--- config.mk ---
export PLATFORM = sky130hd
export DESIGN_NAME = ascii_digit_packer
export DESIGN_NICKNAME = d
export VERILOG_FILES = /design/src/rtl/ascii_digit_packer_pkg.sv /design/src/rtl/ascii_to_dec.sv /design/src/rtl/ascii_digit_packer.sv
export SDC_FILE = /design/constraint.sdc
export NUM_CORES = 1
export LEC_CHECK = 0
export ABC_AREA = 1
export BUFFER_PORTS_ARGS = -buffer_cell sky130_fd_sc_hd__buf_2
export CORE_MARGIN = 2
export CORE_UTILIZATION = 47
export DETAILED_ROUTE_END_ITERATION = 10
export GPL_ROUTABILITY_DRIVEN = 0
export PLACE_DENSITY = 0.66
export SLEW_MARGIN = 20
export SYNTH_ARGS = -nofsm -noshare
export SYNTH_HDL_FRONTEND = slang
export SYNTH_SLANG_ARGS = --single-unit
--- constraint.sdc ---
create_clock -name clk -period 1.8 [get_ports clk]
set_clock_uncertainty 0.15 [all_clocks]
set_input_delay 0.18 -clock clk [delete_from_list [all_inputs] [get_ports clk]]
set_output_delay 0.18 -clock clk [all_outputs]
set_load 0.1 [all_outputs]
--- src/rtl/ascii_digit_packer_pkg.sv ---
// Shared constants and types for the ASCII digit packer.
// The ASCII codes and the emitter state encoding used by the packer and its decoder.
package ascii_digit_packer_pkg;

  localparam logic [3:0] BlankCode  = 4'hF;

  localparam logic [7:0] AsciiZero  = 8'h30;
  localparam logic [7:0] AsciiNine  = 8'h39;
  localparam logic [7:0] AsciiSpace = 8'h20;
  localparam logic [7:0] AsciiClrU  = 8'h43;
  localparam logic [7:0] AsciiClrL  = 8'h63;
  localparam logic [7:0] AsciiEsc   = 8'h1B;

  typedef enum logic [2:0] {
    StIdle,
    StRd0,
    StRd1,
    StRd2,
    StTail,
    StGap
  } emit_state_e;

endpackage

--- src/rtl/ascii_to_dec.sv ---
// Combinational ASCII byte classifier: digits and space become 4-bit codes, and the
// clear characters are flagged. Any other byte produces neither flag.
module ascii_to_dec
  import ascii_digit_packer_pkg::*;
#(
  parameter logic [3:0] Blank = BlankCode
) (
  input  logic [7:0] data_i,
  output logic       is_digit_o,
  output logic       is_clear_o,
  output logic [3:0] code_o
);

  always_comb begin
    is_digit_o = 1'b0;
    is_clear_o = 1'b0;
    code_o     = Blank;
    if (data_i >= AsciiZero && data_i <= AsciiNine) begin
      // 0x30..0x39: the low nibble is already the digit value
      is_digit_o = 1'b1;
      code_o     = data_i[3:0];
    end else if (data_i == AsciiSpace) begin
      is_digit_o = 1'b1;
    end else if (data_i == AsciiClrU || data_i == AsciiClrL || data_i == AsciiEsc) begin
      is_clear_o = 1'b1;
    end
  end

endmodule

--- src/rtl/ascii_digit_packer.sv ---
// Packs decoded ASCII digits into 3-digit frames and replays each frame as a fixed
// oRD/oDEC burst for the scroller; clear commands become a registered oCLEAN pulse.
module ascii_digit_packer
  import ascii_digit_packer_pkg::*;
#(
  // The emitter has one read state per slot, so only DIGITS == 3 is meaningful.
  parameter int unsigned DIGITS = 3,
  parameter logic [3:0]  BLANK  = BlankCode,
  parameter int unsigned GAP    = 2
) (
  input  logic       clk,
  input  logic       rst,
  input  logic [7:0] iDATA,
  input  logic       iVALID,
  output logic       oREADY,
  output logic [3:0] oDEC,
  output logic       oRD,
  output logic       oCLEAN,
  output logic       oOVF
);

  localparam int unsigned GapW     = (GAP > 1) ? $clog2(GAP) : 1;
  localparam logic [GapW-1:0] GapLast = GapW'(GAP - 1);
  localparam logic [1:0] FillFull  = 2'(DIGITS);

  logic       is_digit;
  logic       is_clear;
  logic [3:0] code;

  ascii_to_dec #(
    .Blank (BLANK)
  ) u_dec (
    .data_i     (iDATA),
    .is_digit_o (is_digit),
    .is_clear_o (is_clear),
    .code_o     (code)
  );

  emit_state_e             state_q, state_d;
  logic [DIGITS-1:0][3:0]  buf_q, buf_d;
  logic [DIGITS-1:0][3:0]  shadow_q, shadow_d;
  logic [1:0]              fill_q, fill_d;
  logic [GapW-1:0]         gap_cnt_q, gap_cnt_d;
  logic                    clr_pend_q, clr_pend_d;
  logic                    ovf_q, ovf_d;
  logic                    rd_q, rd_d;
  logic [3:0]              dec_q, dec_d;
  logic                    clean_q, clean_d;

  logic ready;
  logic meaningful;
  logic accept;
  logic drop;
  logic load;

  assign ready      = (fill_q != FillFull);
  assign meaningful = is_digit | is_clear;
  assign accept     = iVALID & ready & meaningful;
  assign drop       = iVALID & ~ready & meaningful;

  always_comb begin
    state_d    = state_q;
    buf_d      = buf_q;
    shadow_d   = shadow_q;
    fill_d     = fill_q;
    gap_cnt_d  = gap_cnt_q;
    clr_pend_d = clr_pend_q;
    ovf_d      = ovf_q;

    // A pending clear takes the idle cycle; a waiting frame loads on the next one.
    clean_d = (state_q == StIdle) & clr_pend_q;
    load    = (state_q == StIdle) & ~clr_pend_q & (fill_q == FillFull);

    if (clean_d) begin
      clr_pend_d = 1'b0;
      ovf_d      = 1'b0;
    end

    if (load) begin
      shadow_d = buf_q;
      fill_d   = 2'd0;
    end

    // accept implies the buffer is not full, so it never collides with load
    if (accept) begin
      if (is_clear) begin
        fill_d     = 2'd0;
        clr_pend_d = 1'b1;
      end else begin
        buf_d[fill_q] = code;
        fill_d        = fill_q + 2'd1;
      end
    end

    if (drop) begin
      ovf_d = 1'b1;
    end

    unique case (state_q)
      StIdle: if (load) state_d = StRd0;
      StRd0:  state_d = StRd1;
      StRd1:  state_d = StRd2;
      StRd2:  state_d = StTail;
      StTail: begin
        state_d   = StGap;
        gap_cnt_d = '0;
      end
      StGap: begin
        if (gap_cnt_q == GapLast) begin
          state_d = StIdle;
        end else begin
          gap_cnt_d = gap_cnt_q + 1'b1;
        end
      end
      default: state_d = StIdle;
    endcase

    // Outputs are registered from the next state so they line up with state_q.
    rd_d = (state_d == StRd0) || (state_d == StRd1) || (state_d == StRd2);
    case (state_d)
      StRd1:   dec_d = shadow_d[0];
      StRd2:   dec_d = shadow_d[1];
      StTail:  dec_d = shadow_d[2];
      default: dec_d = BLANK;
    endcase
  end

  always_ff @(posedge clk or negedge rst) begin
    if (!rst) begin
      state_q    <= StIdle;
      buf_q      <= '0;
      shadow_q   <= '0;
      fill_q     <= 2'd0;
      gap_cnt_q  <= '0;
      clr_pend_q <= 1'b0;
      ovf_q      <= 1'b0;
      rd_q       <= 1'b0;
      dec_q      <= BLANK;
      clean_q    <= 1'b0;
    end else begin
      state_q    <= state_d;
      buf_q      <= buf_d;
      shadow_q   <= shadow_d;
      fill_q     <= fill_d;
      gap_cnt_q  <= gap_cnt_d;
      clr_pend_q <= clr_pend_d;
      ovf_q      <= ovf_d;
      rd_q       <= rd_d;
      dec_q      <= dec_d;
      clean_q    <= clean_d;
    end
  end

  assign oREADY = ready;
  assign oDEC   = dec_q;
  assign oRD    = rd_q;
  assign oCLEAN = clean_q;
  assign oOVF   = ovf_q;

endmodule

### Word-level counts from Yosys, hierarchy flattened

Cells that the tools add are included.
W data, S select, Z words.

* output and inout bits: 8
* bits of input ports: 11
* bits in registers: 38

* magnitude comparators: 4
* mux-type cells: 24
* reductions and logical operators: 11
* add/subtract/negate cells: 2
* equal/unequal tests: 15
* bitwise logic cells: 11

Operator list (number)
* $pmux W3 S6: 1
* $eq A8 B7 Y1 const B: 2
* $bwmux W12: 1
* $eq A3 B2 Y1 const B: 4
* $mux W12: 1
* $pmux W4 S3: 1
* $mux W1: 11
* $eq A3 B3 Y1 const B: 3
* $demux W4 S2: 1
* $eq A8 B5 Y1 const B: 1
* $eq A8 B6 Y1 const B: 1
* $ge A8 B6 Y1 const B: 1
* $le A8 B6 Y1 const B: 1
* $mux W4: 2
* $and A1 B1 Y1: 7
* $eq A3 B1 Y1 const B: 2
* $mux W2: 3
* $mux W3: 2
* $reduce_bool A2 Y1: 3
* $logic_or A1 B1 Y1: 4
* $logic_not A3 Y1: 1
* $lt A2 B3 Y1 const B: 1
* $not A1 Y1: 3
* $add A2 B1 Y2 const B: 1
* 8 further kinds: 9

### Depth between registers and ports, before layout

Gate-level depths: netlist of run 1.

* depth after elaboration: 9
* gate-level depth with buffers: 11
* mapped depth without buffers: 10

### By module

From an unflattened synthesis of run 1, not the netlist that was laid out.

* cells, all modules: 221
* area, all modules: 1911.8 um2

By module, submodules not included
* ascii_digit_packer: times used 1, cells each 191, area an instance 1781.7 um2
* ascii_to_dec: times used 1, cells each 30, area an instance 130.1 um2

### Worst setup path after synthesis of run 1

Ideal clock, no wire load.

* kind: register -> register
* start point: reg fill_q[0]
* end point: reg buf_q[10] in the netlist's numbering
* stages on the path, launching flop included: 9
* required time: 1.527 ns
* path buffers: 1
* clock period less this slack: 2.206 ns
* path slack: -0.406 ns
* data arrival time: 1.933 ns
* path through: dfrtp_1 > ha_1 > inv_1 > nand2_1 > inv_1 > nand2_1 > buf_6 > o21ai_0 > nand2_1

RTL lines
* from (decl): line ascii_digit_packer.sv:42 `logic [1:0] fill_q, fill_d;`
* from (signal assigned): line ascii_digit_packer.sv:144 `fill_q <= fill_d;`
* $ne A2 B2 Y1: line ascii_digit_packer.sv:56 `assign ready = (fill_q != FillFull);`
* named net oREADY: line ascii_digit_packer.sv:15 `output logic oREADY,`
* $and A1 B1 Y1 (2 in series): line ascii_digit_packer.sv:58 `assign accept = iVALID & ready & meaningful;`
* $reduce_and A2 Y1 (no line)
* to (signal assigned): line ascii_digit_packer.sv:142 `buf_q <= buf_d;`
* to (decl): line ascii_digit_packer.sv:40 `logic [DIGITS-1:0][3:0] buf_q, buf_d;`

The timed path passes the listed nets, and every way through them passes these cells.
A chain may end at the register's enable or synchronous reset.

### Worst setup path in the final report of run 1

* start point: reg fill_q[0]
* end point: out oREADY

* longest elaborated chain between the ends: 1

RTL lines (line)
* $ne A2 B2 Y1: ascii_digit_packer.sv:56
* to (decl): ascii_digit_packer.sv:15

Every way passes these cells.

==> results of run 1 <==
## worst paths after layout
check                      cells past startpoint  slack [ps]           to        start
setup / recovery                               3          50       oREADY    fill_q[0]
setup reg to reg                               7          90      oDEC[3]    fill_q[0]
hold / removal                                 3          20         oOVF       iVALID
hold reg to reg                                2         320  shadow_q[2]  shadow_q[2]
max in group asynchronous                      3         830      oDEC[2]          rst
min in group asynchronous                      3         310     buf_q[1]          rst
## metrics by stage
step                      setup slack, ps  hold WS (ps)  instance area [sq um]  TNS, ps
after floorplan                      -277          -266                   1840    -5210
after global placement               90.6           102                   2000        0
after detailed placement             21.7          99.4                   2000        0
after CTS                            4.20          12.4                   2090        0
after global routing                -40.1          38.9                   2160    -71.3
final                                52.8          18.8                   2160        0
## layout by cell type (no fill, tap or decap)
cell type	netlist	routed
buf_2	0	18
clkbuf_1	0	1
o21ai_2	0	2
dlygate4sd3_1	0	1
nand3_1	15	13
or2_2	3	3
o21ai_1	6	4
buf_12	0	1
ha_2	0	1
o22ai_1	1	1
o21ai_0	14	14
nand4_1	4	4
nor3_1	1	1
o21a_1	4	4
nor2_4	2	4
nand2_1	57	56
o31ai_1	1	1
dfrtp_1	34	34
clkinv_2	0	2
inv_1	28	27
nor2_2	3	1
nor3_4	1	1
ha_1	4	3
o211ai_1	4	4
clkbuf_8	0	5
nor2_1	11	11
buf_4	0	8
dfstp_2	4	4
nand3_2	0	2
nand2_8	0	1
nand2_4	1	1
nand2_2	8	9
clkinvlp_4	0	1
## state kept, by name, indices dropped and copies added (netlist names)
| name | flops |
|---|---|
| oRD | 1 |
| fill_q | 2 |
| oOVF | 1 |
| shadow_q | 12 |
| gap_cnt_q | 1 |
| state_q | 3 |
| buf_q | 12 |
| clr_pend_q | 1 |
| oDEC | 4 |
| oCLEAN | 1 |
## repair_timing
item / in CTS / in global routing
endpoints found under the setup margin: 0 / 11
hold buffers: 1 / 0
resized for setup: 0 / 5
setup buffers: 0 / 5
endpoints found under the hold margin: 34 / 0
## critical path, cell delays in order (launching register included)
cell	delay, ps
dfrtp_1	410
ha_2	200
clkinvlp_4	100
buf_2	430
## power by group
group | total, uW | switching (uW) | internal (uW)
Clock | 548 | 280 | 268
Combinational | 1290 | 958 | 334
Sequential | 1260 | 127 | 1130
Total | 3100 | 1370 | 1740
## area by class of cell
type                       count  area (sq um)
inverter                      28           109
sequential                    38           956
timing repair buffer          28           180
multi-input combinational    141           774
clock buffer                   6          72.6
tap                           48          60.1
fill                         345          1530
clock inverter                 2          10.0
## layer usage
layer	track usage [%]	routed length (um)
met2	28.4	1720
met3	5.62	125
met5	0	0
met1	26.3	1710
met4	6.12	46
## cells by family (layout without fill, tap and decap cells)
group                      after synthesis  in the layout
AOI/OAI and AO/OA                       30             30
adders and majority gates                4              4
buffers and inverters                   31             64
DFF                                     38             38
and+or+nand+nor                        106            107
==> key figures, run 1 <==
Yosys
  – Mapped Nets: ~220
  – Synthesized instance count: roughly 210
  – Top-count cell post-synth: nand2_1
  – Most instantiated cells after synthesis: nand2_1, dfrtp_1, inv_1
  – Mux cell area share after synthesis: 0%
  – Sequential-to-total area share from yosys stat: between 50% and 60%
  – Ys async rst share: 100%
  – XOR/XNOR share of the synthesized area: 0%
  – Avg Inst Size Synth: a little under 9 sq um
  – Synth Cell Area: ~0.0018 sq mm
  – Synthesized flop and latch total: 38
  – Count of cell types in the netlist: 22
  – Synth Area in Adders: around 2.8%
  – Simple-gate share of the synthesized area: between 20% and 30%
  – Top cells by area, synth: dfrtp_1, nand2_1, dfstp_2
  – Yosys top cell by area: dfrtp_1
  – Most frequently used flop master after synthesis: dfrtp_1
  – Yosys warning total: 0
  – Number of flops mapped to enable cells by yosys: 0
  – Main combinational cell family by area after synthesis: simple AND/OR/NAND/NOR gates
  – Top cell type's share of synthesized area: a little under half
  – Compound-gate portion of the synthesized area: a little under a tenth

Floorplanning
  – Row cnt: 22
  – Core area: about 0.0037 sq mm
  – I/O Pins: 19
  – Die X: approximately 66 um
  – Die Y-Extent: around 66 um
  – Die ar.: around 0.0044 sq mm
  – Initial core utilization: between 40% and 50%

Clocking
  – H-Tree Depth: 2
  – CTS buffer count: 5
  – Worst-Skew Late Latency: roughly 280 ps
  – Clock tree from TritonCTS: done
  – Clk buf depth: 2
  – CTS sink cnt: 38
  – Worst-path clk slew: around 70 ps
  – Root buffer cell: clkbuf_8

Final layout
  – Utilization after layout: between 50% and 60%
  – # diodes: 0
  – Non-Filler Instances: 291
  – Area growth syn-to-layout: 19.0%
  – Fin nets: 257
  – Share of post-route cells with drive strength above 1: a little over a quarter

STA
  – Worst rel slew slack: about 68%
  – Hold Violations, Final: 0
  – Final critical-path required period: around 1700 ps
  – Fmax: approximately 570 MHz
  – Tcrit/Tclk final: between 90 and 100%
  – Setup violators final: 0
  – Worst Max-Slew Pin Slew: ~500 ps
  – Final slew viol count: 0

Global route
  – Tot GR Track Use: roughly a fifth
  – Number of global-route vias before repair: between 1k and 1.5k
  – Pin count of the biggest net entering global routing: 39
  – Global-route wire length before repair: 6070 um
  – Initial antenna violation count: 0
  – Grt ovf: 0

Run
  – Max_cap viols: 0

Worst setup path
  – CP Max Fanout: 3
  – Critical path data arrival time: 1420 ps
  – WP data required: 1470 ps
  – Startpoint types: flop
  – Kind of end point of the critical path: output pin
  – Crit Path Class: flop to output pin

Drt
  – WL per Instance: 12.4 um
  – Via density: between 4 and 5
  – Detailed Routing Iterations Pass 1: 4
  – Vias: between 1k and 1.5k
  – Post-route ant nets: 0
  – Post-Route WL: around 3600 um
  – DRC viols: 0
  – Iteration-0 DRC Markers: roughly 140

Pwr
  – Tot Pwr: between 3000 and 4000 uW
  – Static Leak: between 0.001 and 0.0015 uW
  – Worst vdd ir: 0.000607 V
  – PwrDens: around 1400 mW/mm^2

Worst hold path
  – HP Class: primary input to flop

Place
  – PortBufs: 18
  – Half-perimeter wire length after placement: roughly 2500 um
  – # placed instances: about 280

Run status
  – Status: completed
Power figures use the tool's default switching activity.
==> run 2: changes to the inputs <==
==> constraint.sdc (replaced) <==
create_clock -name clk -period 1.9 [get_ports clk]
set_clock_uncertainty 0.15 [all_clocks]
set_input_delay 0.19 -clock clk [delete_from_list [all_inputs] [get_ports clk]]
set_output_delay 0.19 -clock clk [all_outputs]
set_load 0.1 [all_outputs]
==> run 2 against run 1 <==
Via count is 5.8% lower. Sequential power is 4% lower. Sequential cell count stayed put. Register-to-register slack better by 90 ps. Combinational power is 13% lower. Wire length is 5.1% lower. Total power is 6.5% lower. Count of clock-buffer cells in the layout stayed put.
==> key figures, run 2 (same netlist as run 1, synthesis figures left out) <==
STA
  – Fmax: between 500 and 600 MHz
  – Worst Max-Slew Pin Slew: slightly below 500 ps
  – Tcrit/Tclk final: 93.4%
  – Setup violators final: 0
  – Hold Violations, Final: 0
  – WHS: around 25 ps
  – RSZ-0062 raised after global routing: no
  – Worst rel slew slack: roughly 68%
  – Final critical-path required period: ~1800 ps
  – Final slew viol count: 0

Global route
  – Initial antenna violation count: 0
  – Global-route wire length before repair: around 6300 um
  – Tot GR Track Use: 19.3%
  – Grt ovf: 0
  – Pin count of the biggest net entering global routing: 39
  – Number of global-route vias before repair: between 1k and 1.5k

Clocking
  – H-Tree Depth: 2
  – Post-CTS setup buffer count: 0
  – Clock tree from TritonCTS: done
  – Worst-path clk slew: around 70 ps
  – CTS buffer count: 5
  – Clk buf depth: 2
  – Worst-Skew Late Latency: between 200 and 300 ps
  – CTS sink cnt: 38
  – Root buffer cell: clkbuf_8

Worst setup path
  – Kind of end point of the critical path: output pin
  – Crit Path Class: flop to output pin
  – CP Max Fanout: 4
  – WP data required: 1560 ps
  – Critical path data arrival time: 1430 ps
  – Startpoint types: flop

Drt
  – DRC viols: 0
  – Post-route ant nets: 0
  – Iteration-0 DRC Markers: 74
  – WL per Instance: about 12 um
  – Vias: 1338
  – Detailed Routing Iterations Pass 1: 4
  – Via density: around 4.7
  – Post-Route WL: about 3400 um

Pwr
  – Worst vdd ir: about 0.00063 V
  – PwrDens: 1380 mW/mm^2
  – Static Leak: ~0.0011 uW

Final layout
  – # diodes: 0
  – Filler Cell Count: 337
  – Fin nets: between 200 and 300
  – Most common cell after layout, fill and taps aside: nand2_1
  – Commonest cells after routing, fill and taps aside: nand2_1, dfrtp_1, inv_1
  – Utilization after layout: about 57%
  – Share of post-route cells with drive strength above 1: a little under a quarter
  – Area growth syn-to-layout: 15.4%

Floorplanning
  – Core area: roughly 0.0037 sq mm
  – Initial core utilization: approximately half
  – Die Y-Extent: approximately 66 um
  – I/O Pins: 19
  – Row cnt: 22
  – Die ar.: 0.00438 sq mm
  – Die X: 66.2 um

Place
  – PortBufs: 18
  – Half-perimeter wire length after placement: between 2000 and 3000 um

Run
  – Max_cap viols: 0

Worst hold path
  – HP Class: primary input to flop

Run status
  – Status: completed
==> run 2: timing repair <==
| action | 4_1_cts | 5_1_grt |
|---|---|---|
| hold buffers | 1 | 0 |
| endpoints found under the hold margin | 38 | 0 |
| gates resized for setup | 0 | 1 |
| endpoints found under the setup margin | 0 | 1 |
==> run 2: area by class of cell <==
class	instances	area [sq um]	share of cell area [%]
clock inverters	2	12.5	0.597
repair buffers	23	143	6.81
multi-input cells	140	733	35.0
inverters	28	109	5.19
flip-flops and latches	38	956	45.6
clock buffers	6	82.6	3.94
well taps	48	60.1	2.87
==> run 2: critical path, stage by stage, from the launching register on <==
cell and delay (ps):
dfrtp_1 420, ha_2 220, clkinvlp_4 90, buf_2 430
==> run 2: path summary, 6_finish.rpt <==
check / end / slack (ps) / from / depth (start not counted)
setup reg to reg: oDEC[1] / 180 / fill_q[0] / 7
hold / removal: oOVF / 30 / iVALID / 3
hold reg to reg: shadow_q[10] / 320 / shadow_q[10] / 2
max in group asynchronous: oDEC[1] / 1110 / rst / 3
setup / recovery: oREADY / 130 / fill_q[1] / 3
min in group asynchronous: buf_q[3] / 240 / rst / 3
==> run 2: per-layer routing <==
layer / track usage, % / vias up / share of wire, %
li1: - / 719 / -
met1: 25.8 / 593 / 49
met2: 30.0 / 21 / 46
met3: 4.94 / 5 / 3.3
met4: 7.65 / 0 / 1.7
met5: 0 / - / 0
==> run 2: metrics by stage <==
step / power (uW) / worst slack [ps] / std cells / cell area (sq um) / setup TNS [ps]
after detailed placement: 2350 / 158 / 276 / 1990 / 0
after global routing: 3100 / 20.2 / 285 / 2100 / 0
after floorplan: 2090 / -178 / 209 / 1830 / -2240
after global placement: 2330 / 212 / 276 / 1990 / 0
after CTS: 2920 / 110 / 285 / 2090 / 0
final: 2900 / 125 / 285 / 2100 / 0
==> run 2: where the power goes <==
part,internal (uW),switching (uW)
registers,1070,133
clock network,292,282
logic,280,837
total,1650,1250
